<file path="src/rtl/cla_pkg.sv">
// Shared constants and types for the nibble-serial carry-lookahead adder.
// Holds the state encoding and the nibble counter width helper.
package cla_pkg;

  localparam int NIB_W = 4;

  localparam logic [1:0] IDLE = 2'd0;
  localparam logic [1:0] RUN  = 2'd1;
  localparam logic [1:0] DONE = 2'd2;

  typedef enum logic [1:0] {
    ST_IDLE = IDLE,
    ST_RUN  = RUN,
    ST_DONE = DONE
  } state_e;

  function automatic int cnt_w(input int nibs);
    return (nibs > 1) ? $clog2(nibs) : 1;
  endfunction

endpackage

</file>
<file path="src/rtl/cla4.sv">
// Combinational 4-bit carry-lookahead adder slice.
// All carries come straight from generate/propagate terms.
module cla4 (
  input  logic [3:0] A_in,
  input  logic [3:0] B_in,
  input  logic       C_in,
  output logic [3:0] Sum_o,
  output logic       C_out
);

  logic [3:0] g;
  logic [3:0] p;
  logic [4:0] c;

  assign g = A_in & B_in;
  assign p = A_in ^ B_in;

  assign c[0] = C_in;
  assign c[1] = g[0]
              | (p[0] & C_in);
  assign c[2] = g[1]
              | (p[1] & g[0])
              | (p[1] & p[0] & C_in);
  assign c[3] = g[2]
              | (p[2] & g[1])
              | (p[2] & p[1] & g[0])
              | (p[2] & p[1] & p[0] & C_in);
  assign c[4] = g[3]
              | (p[3] & g[2])
              | (p[3] & p[2] & g[1])
              | (p[3] & p[2] & p[1] & g[0])
              | (p[3] & p[2] & p[1] & p[0] & C_in);

  assign Sum_o = p ^ c[3:0];
  assign C_out = c[4];

endmodule

</file>
<file path="src/rtl/cla_seq_adder.sv">
// Multi-cycle add/subtract unit reusing one 4-bit CLA slice per nibble.
// Subtraction runs as A + ~B + ~C_in so one slice serves both operations.
module cla_seq_adder #(
  parameter int WIDTH = 16
) (
  input  logic             clk,
  input  logic             rst,
  input  logic             start_i,
  input  logic [WIDTH-1:0] A_in,
  input  logic [WIDTH-1:0] B_in,
  input  logic             C_in,
  input  logic             sub_i,
  output logic             ready_o,
  output logic             busy_o,
  output logic             done_o,
  output logic [WIDTH-1:0] Sum_o,
  output logic             C_out,
  output logic             ovf_o
);

  import cla_pkg::*;

  localparam int NIBS = WIDTH / NIB_W;
  localparam int CW   = cnt_w(NIBS);
  localparam logic [CW-1:0] LAST = CW'(NIBS - 1);

  state_e state_q, state_d;
  logic [CW-1:0]    cnt_q, cnt_d;
  logic [WIDTH-1:0] a_q, a_d;
  logic [WIDTH-1:0] b_q, b_d;
  logic             cy_q, cy_d;
  logic             sub_q, sub_d;
  logic [WIDTH-1:0] res_q, res_d;
  logic             a_msb_q, a_msb_d;
  logic             b_msb_q, b_msb_d;
  logic [WIDTH-1:0] sum_q, sum_d;
  logic             cout_q, cout_d;
  logic             ovf_q, ovf_d;
  logic             done_q, done_d;

  logic [WIDTH-1:0] b_sel;
  logic [NIB_W-1:0] s_nib;
  logic             c_nib;

  assign b_sel = sub_i ? ~B_in : B_in;

  cla4 u_cla4 (
    .A_in  (a_q[NIB_W-1:0]),
    .B_in  (b_q[NIB_W-1:0]),
    .C_in  (cy_q),
    .Sum_o (s_nib),
    .C_out (c_nib)
  );

  always_comb begin
    state_d = state_q;
    cnt_d   = cnt_q;
    a_d     = a_q;
    b_d     = b_q;
    cy_d    = cy_q;
    sub_d   = sub_q;
    res_d   = res_q;
    a_msb_d = a_msb_q;
    b_msb_d = b_msb_q;
    sum_d   = sum_q;
    cout_d  = cout_q;
    ovf_d   = ovf_q;
    done_d  = 1'b0;
    unique case (state_q)
      ST_IDLE: begin
        if (start_i) begin
          a_d     = A_in;
          b_d     = b_sel;
          cy_d    = sub_i ? ~C_in : C_in;
          sub_d   = sub_i;
          cnt_d   = '0;
          a_msb_d = A_in[WIDTH-1];
          b_msb_d = b_sel[WIDTH-1];
          state_d = ST_RUN;
        end
      end
      ST_RUN: begin
        res_d = WIDTH'({s_nib, res_q} >> NIB_W);
        a_d   = a_q >> NIB_W;
        b_d   = b_q >> NIB_W;
        cy_d  = c_nib;
        cnt_d = cnt_q + 1'b1;
        // last nibble lands straight in the output regs
        if (cnt_q == LAST) begin
          sum_d   = res_d;
          cout_d  = c_nib;
          ovf_d   = (a_msb_q == b_msb_q)
                 && (s_nib[NIB_W-1] != a_msb_q);
          done_d  = 1'b1;
          state_d = ST_DONE;
        end
      end
      ST_DONE: state_d = ST_IDLE;
      default: state_d = ST_IDLE;
    endcase
  end

  always_ff @(posedge clk) begin
    if (rst) begin
      state_q <= ST_IDLE;
      cnt_q   <= '0;
      a_q     <= '0;
      b_q     <= '0;
      cy_q    <= 1'b0;
      sub_q   <= 1'b0;
      res_q   <= '0;
      a_msb_q <= 1'b0;
      b_msb_q <= 1'b0;
      sum_q   <= '0;
      cout_q  <= 1'b0;
      ovf_q   <= 1'b0;
      done_q  <= 1'b0;
    end else begin
      state_q <= state_d;
      cnt_q   <= cnt_d;
      a_q     <= a_d;
      b_q     <= b_d;
      cy_q    <= cy_d;
      sub_q   <= sub_d;
      res_q   <= res_d;
      a_msb_q <= a_msb_d;
      b_msb_q <= b_msb_d;
      sum_q   <= sum_d;
      cout_q  <= cout_d;
      ovf_q   <= ovf_d;
      done_q  <= done_d;
    end
  end

  assign ready_o = (state_q == ST_IDLE);
  assign busy_o  = (state_q == ST_RUN) & ~sub_q | (state_q == ST_RUN) & sub_q;
  assign done_o  = done_q;
  assign Sum_o   = sum_q;
  assign C_out   = cout_q;
  assign ovf_o   = ovf_q;

endmodule

</file>
<file path="config.mk">
export PLATFORM = sky130hd
export DESIGN_NAME = cla_seq_adder
export DESIGN_NICKNAME = d
export VERILOG_FILES = /design/src/rtl/cla_pkg.sv /design/src/rtl/cla4.sv /design/src/rtl/cla_seq_adder.sv
export SDC_FILE = /design/constraint.sdc
export NUM_CORES = 1
export LEC_CHECK = 0
export CAP_MARGIN = 10
export CORE_ASPECT_RATIO = 0.9
export CORE_MARGIN = 4
export CORE_UTILIZATION = 45
export DETAILED_ROUTE_END_ITERATION = 10
export PLACE_DENSITY = 0.72
export SKIP_CTS_REPAIR_TIMING = 1
export SYNTH_ARGS = -nofsm -noshare
export SYNTH_HDL_FRONTEND = slang
export SYNTH_SLANG_ARGS = --single-unit
</file>
<file path="constraint.sdc">
create_clock -name clk -period 1.87 [get_ports clk]
set_input_delay 0.561 -clock clk [delete_from_list [all_inputs] [get_ports clk]]
set_output_delay 0.561 -clock clk [all_outputs]
set_load 0.03 [all_outputs]
</file>
==> results.json <==
{
  "status": "completed",
  "netlist_instances": 358,
  "post-dp-hpwl_um": 4560,
  "grt_overflow": 0,
  "avgRoutedWirePerCell_um": 12.90,
  "rr_worst_depth": 5,
  "ys.flop_type": "dfxtp_1",
  "routed_wl_um": 6568,
  "core_area_um2": 6250,
  "grt_pass1_vias": 2415,
  "num-nets-final": 461,
  "cp-end-kind": "primary output",
  "period_share_pct": 95.91,
  "skew_ns": 0.009475,
  "firstDrtPassIters": 4,
  "port_buffers": 57,
  "max_freq_mhz": 557.6,
  "peakVddDrop_v": 0.0007405,
  "synth_cell_types": 34,
  "min_period_ns": 1.794,
  "syn2layout_area_growth_pct": 33.19,
  "synth_enable_flop_cells": 0,
  "drtIter0Drc": 127,
  "dpl_worst_slack_ns": -0.1418,
  "avgViaCountPerCell": 5.069,
  "clock_latency_ns": 0.34,
  "drive_above_1_share_pct": 10.90,
  "synth_nets": 401,
  "gp_congestion": 0.8138,
  "antenna_found_initial": 0,
  "finalHoldViolations": 0,
  "crit_type": "flop to primary output",
  "fill_cells": 532,
  "critPathLaunchType": "flop",
  "cts_tree": "yes",
  "clkTransAtPathRegs_ns": 0.07,
  "grt_pass1_wl_um": 11230,
  "cts-htree-levels": 3,
  "netlist.area_leader.share_pct": 47.12,
  "max_cap_violations": 0,
  "antennaDiodeCount": 0,
  "place_inst": 494,
  "yosysTopAreaCell": "dfxtp_1",
  "worst_pin_slew_ns": 0.4483,
  "instances_no_fill": 509,
  "vias": 2580,
  "rsz0062_at_grt": "no",
  "ios": 58,
  "grt_start_max_net_pins": 46,
  "cts.sinks": 70,
  "syn_area_um2": 2974,
  "multiInputGateArea_um2": 1401,
  "row_count": 27,
  "die_x_um": 93.70,
  "regArea_um2": 1401,
  "required_ns": 1.31,
  "ys_seq_area_share_pct": 47.12,
  "track_usage_pct": 17.65,
  "root_buffer": "clkbuf_8",
  "yosysWarnings": 0,
  "die-area_um2": 7976,
  "synth-async-reset-ratio_pct": 0,
  "syn-mean-instance-area_um2": 8.308,
  "initial_core_util_pct": 47.59,
  "setup_viol_count_final": 0,
  "power_uw": 3571,
  "regToRegSetupSlack_ns": 0.10,
  "synth_area_leaders": "dfxtp_1, nand2_1, a21oi_1",
  "ys_ff_latch": 70,
  "cp.arrival_ns": 1.23,
  "leakage_uw": 0.001840,
  "worstPathMaxFanout": 3,
  "drc": 0,
  "relSlewSlack_pct": 70.11,
  "power_density_nw_per_um2": 901.4,
  "hold_depth": 2,
  "postLayoutSetupSlackWorst_ns": 0.07645,
  "hold_path.class": "flop to flop",
  "cts_buffer_depth": 2,
  "numCtsBuffers": 9,
  "die_h_um": 85.13,
  "setup_tns_ns": 0,
  "drtAntennaViolNets": 0,
  "drv_slew": 0
}
-- cell usage after synthesis, drive strengths merged, types with 4 or more instances --
cell / number
a21oi: 51
clkbuf: 15
buf: 12
dfxtp: 70
nand3: 9
ha: 5
a311oi: 13
nand2: 101
a22oi: 13
nor2: 26
inv: 5
xor2: 16
nand4: 4
-- per-layer routing --
metal	wire length, um	global-route usage, %	vias up
met1	2950	21.81	1185
met2	3213	29.27	56
met4	66	5.643	0
li1	-	-	1333
met5	0	0	-
met3	339	5.496	6
-- layout by cell type, fill, tap and decap left out, types with 2 or more instances in the layout --
cell and instances:
clkinv_4 2, xnor2_1 2, xor2_1 16, clkbuf_8 10, nand4_1 4, a31o_2 2
ha_1 5, a211o_1 2, nor2_1 25, a22oi_1 13, dlymetal6s2s_1 21, a311oi_1 12
bufinv_16 3, dfxtp_1 70, a211oi_1 2, buf_12 2, a21oi_1 51, inv_1 4
nand2_1 100, clkdlybuf4s50_1 35, nand3_1 9, buf_4 17
-- worst max-delay path, cell delays in order, from the launching register on --
cell            delay [ns]
dfxtp_1               0.34
nand2b_1              0.18
inv_2                 0.08
dlymetal6s2s_1        0.29
-- logic make-up after synthesis --
group | share of synthesized area (%)
simple gates | 19.69
compound gates | 19.35
flops | 47.12
buf+inv | 5.763
xor+xnor | 5.301
fa+ha+maj | 2.777
-- stage by stage --
| stage | utilization (%) | hold slack [ns] | instance area [um^2] |
|---|---|---|---|
| 3_5_place_dp | 58.62 | 0.4465 | 3664 |
| 2_1_floorplan | - | 0.4321 | 2974 |
| 4_1_cts | 62.54 | 0.4571 | 3909 |
| 3_3_place_gp | 58.62 | 0.4428 | 3664 |
| 6_report | 63.38 | 0.4518 | 3961 |
| 5_1_grt | 63.38 | 0.4685 | 3961 |
-- cell type report --
cell class,instances,area share (%)
well taps,87,2.748
clock inverters,5,2.716
inverters,5,0.4738
multi-input cells,256,35.38
repair buffers,76,19.84
clock buffers,10,3.474
flip-flops and latches,70,35.38
-- path summary, 6_finish.rpt --
| path | from | to |
|---|---|---|
| setup / recovery | state_q[1] | busy_o |
| hold / removal | Sum_o[5] | Sum_o[5] |
| setup reg to reg | a_q[0] | ovf_o |
| hold reg to reg | Sum_o[5] | Sum_o[5] |
-- power by group --
part / internal [uW] / switching [uW]
sequential: 1570 / 50.6
clock: 919 / 554
combinational: 231 / 248
total: 2720 / 853
-- registers in the layout (all words and copies together), names as in the netlist, 2 cells and up --
signal	cells
b_q	16
state_q	2
Sum_o	16
cnt_q	2
res_q	12
a_q	16
(Power assumes the default switching activity.)
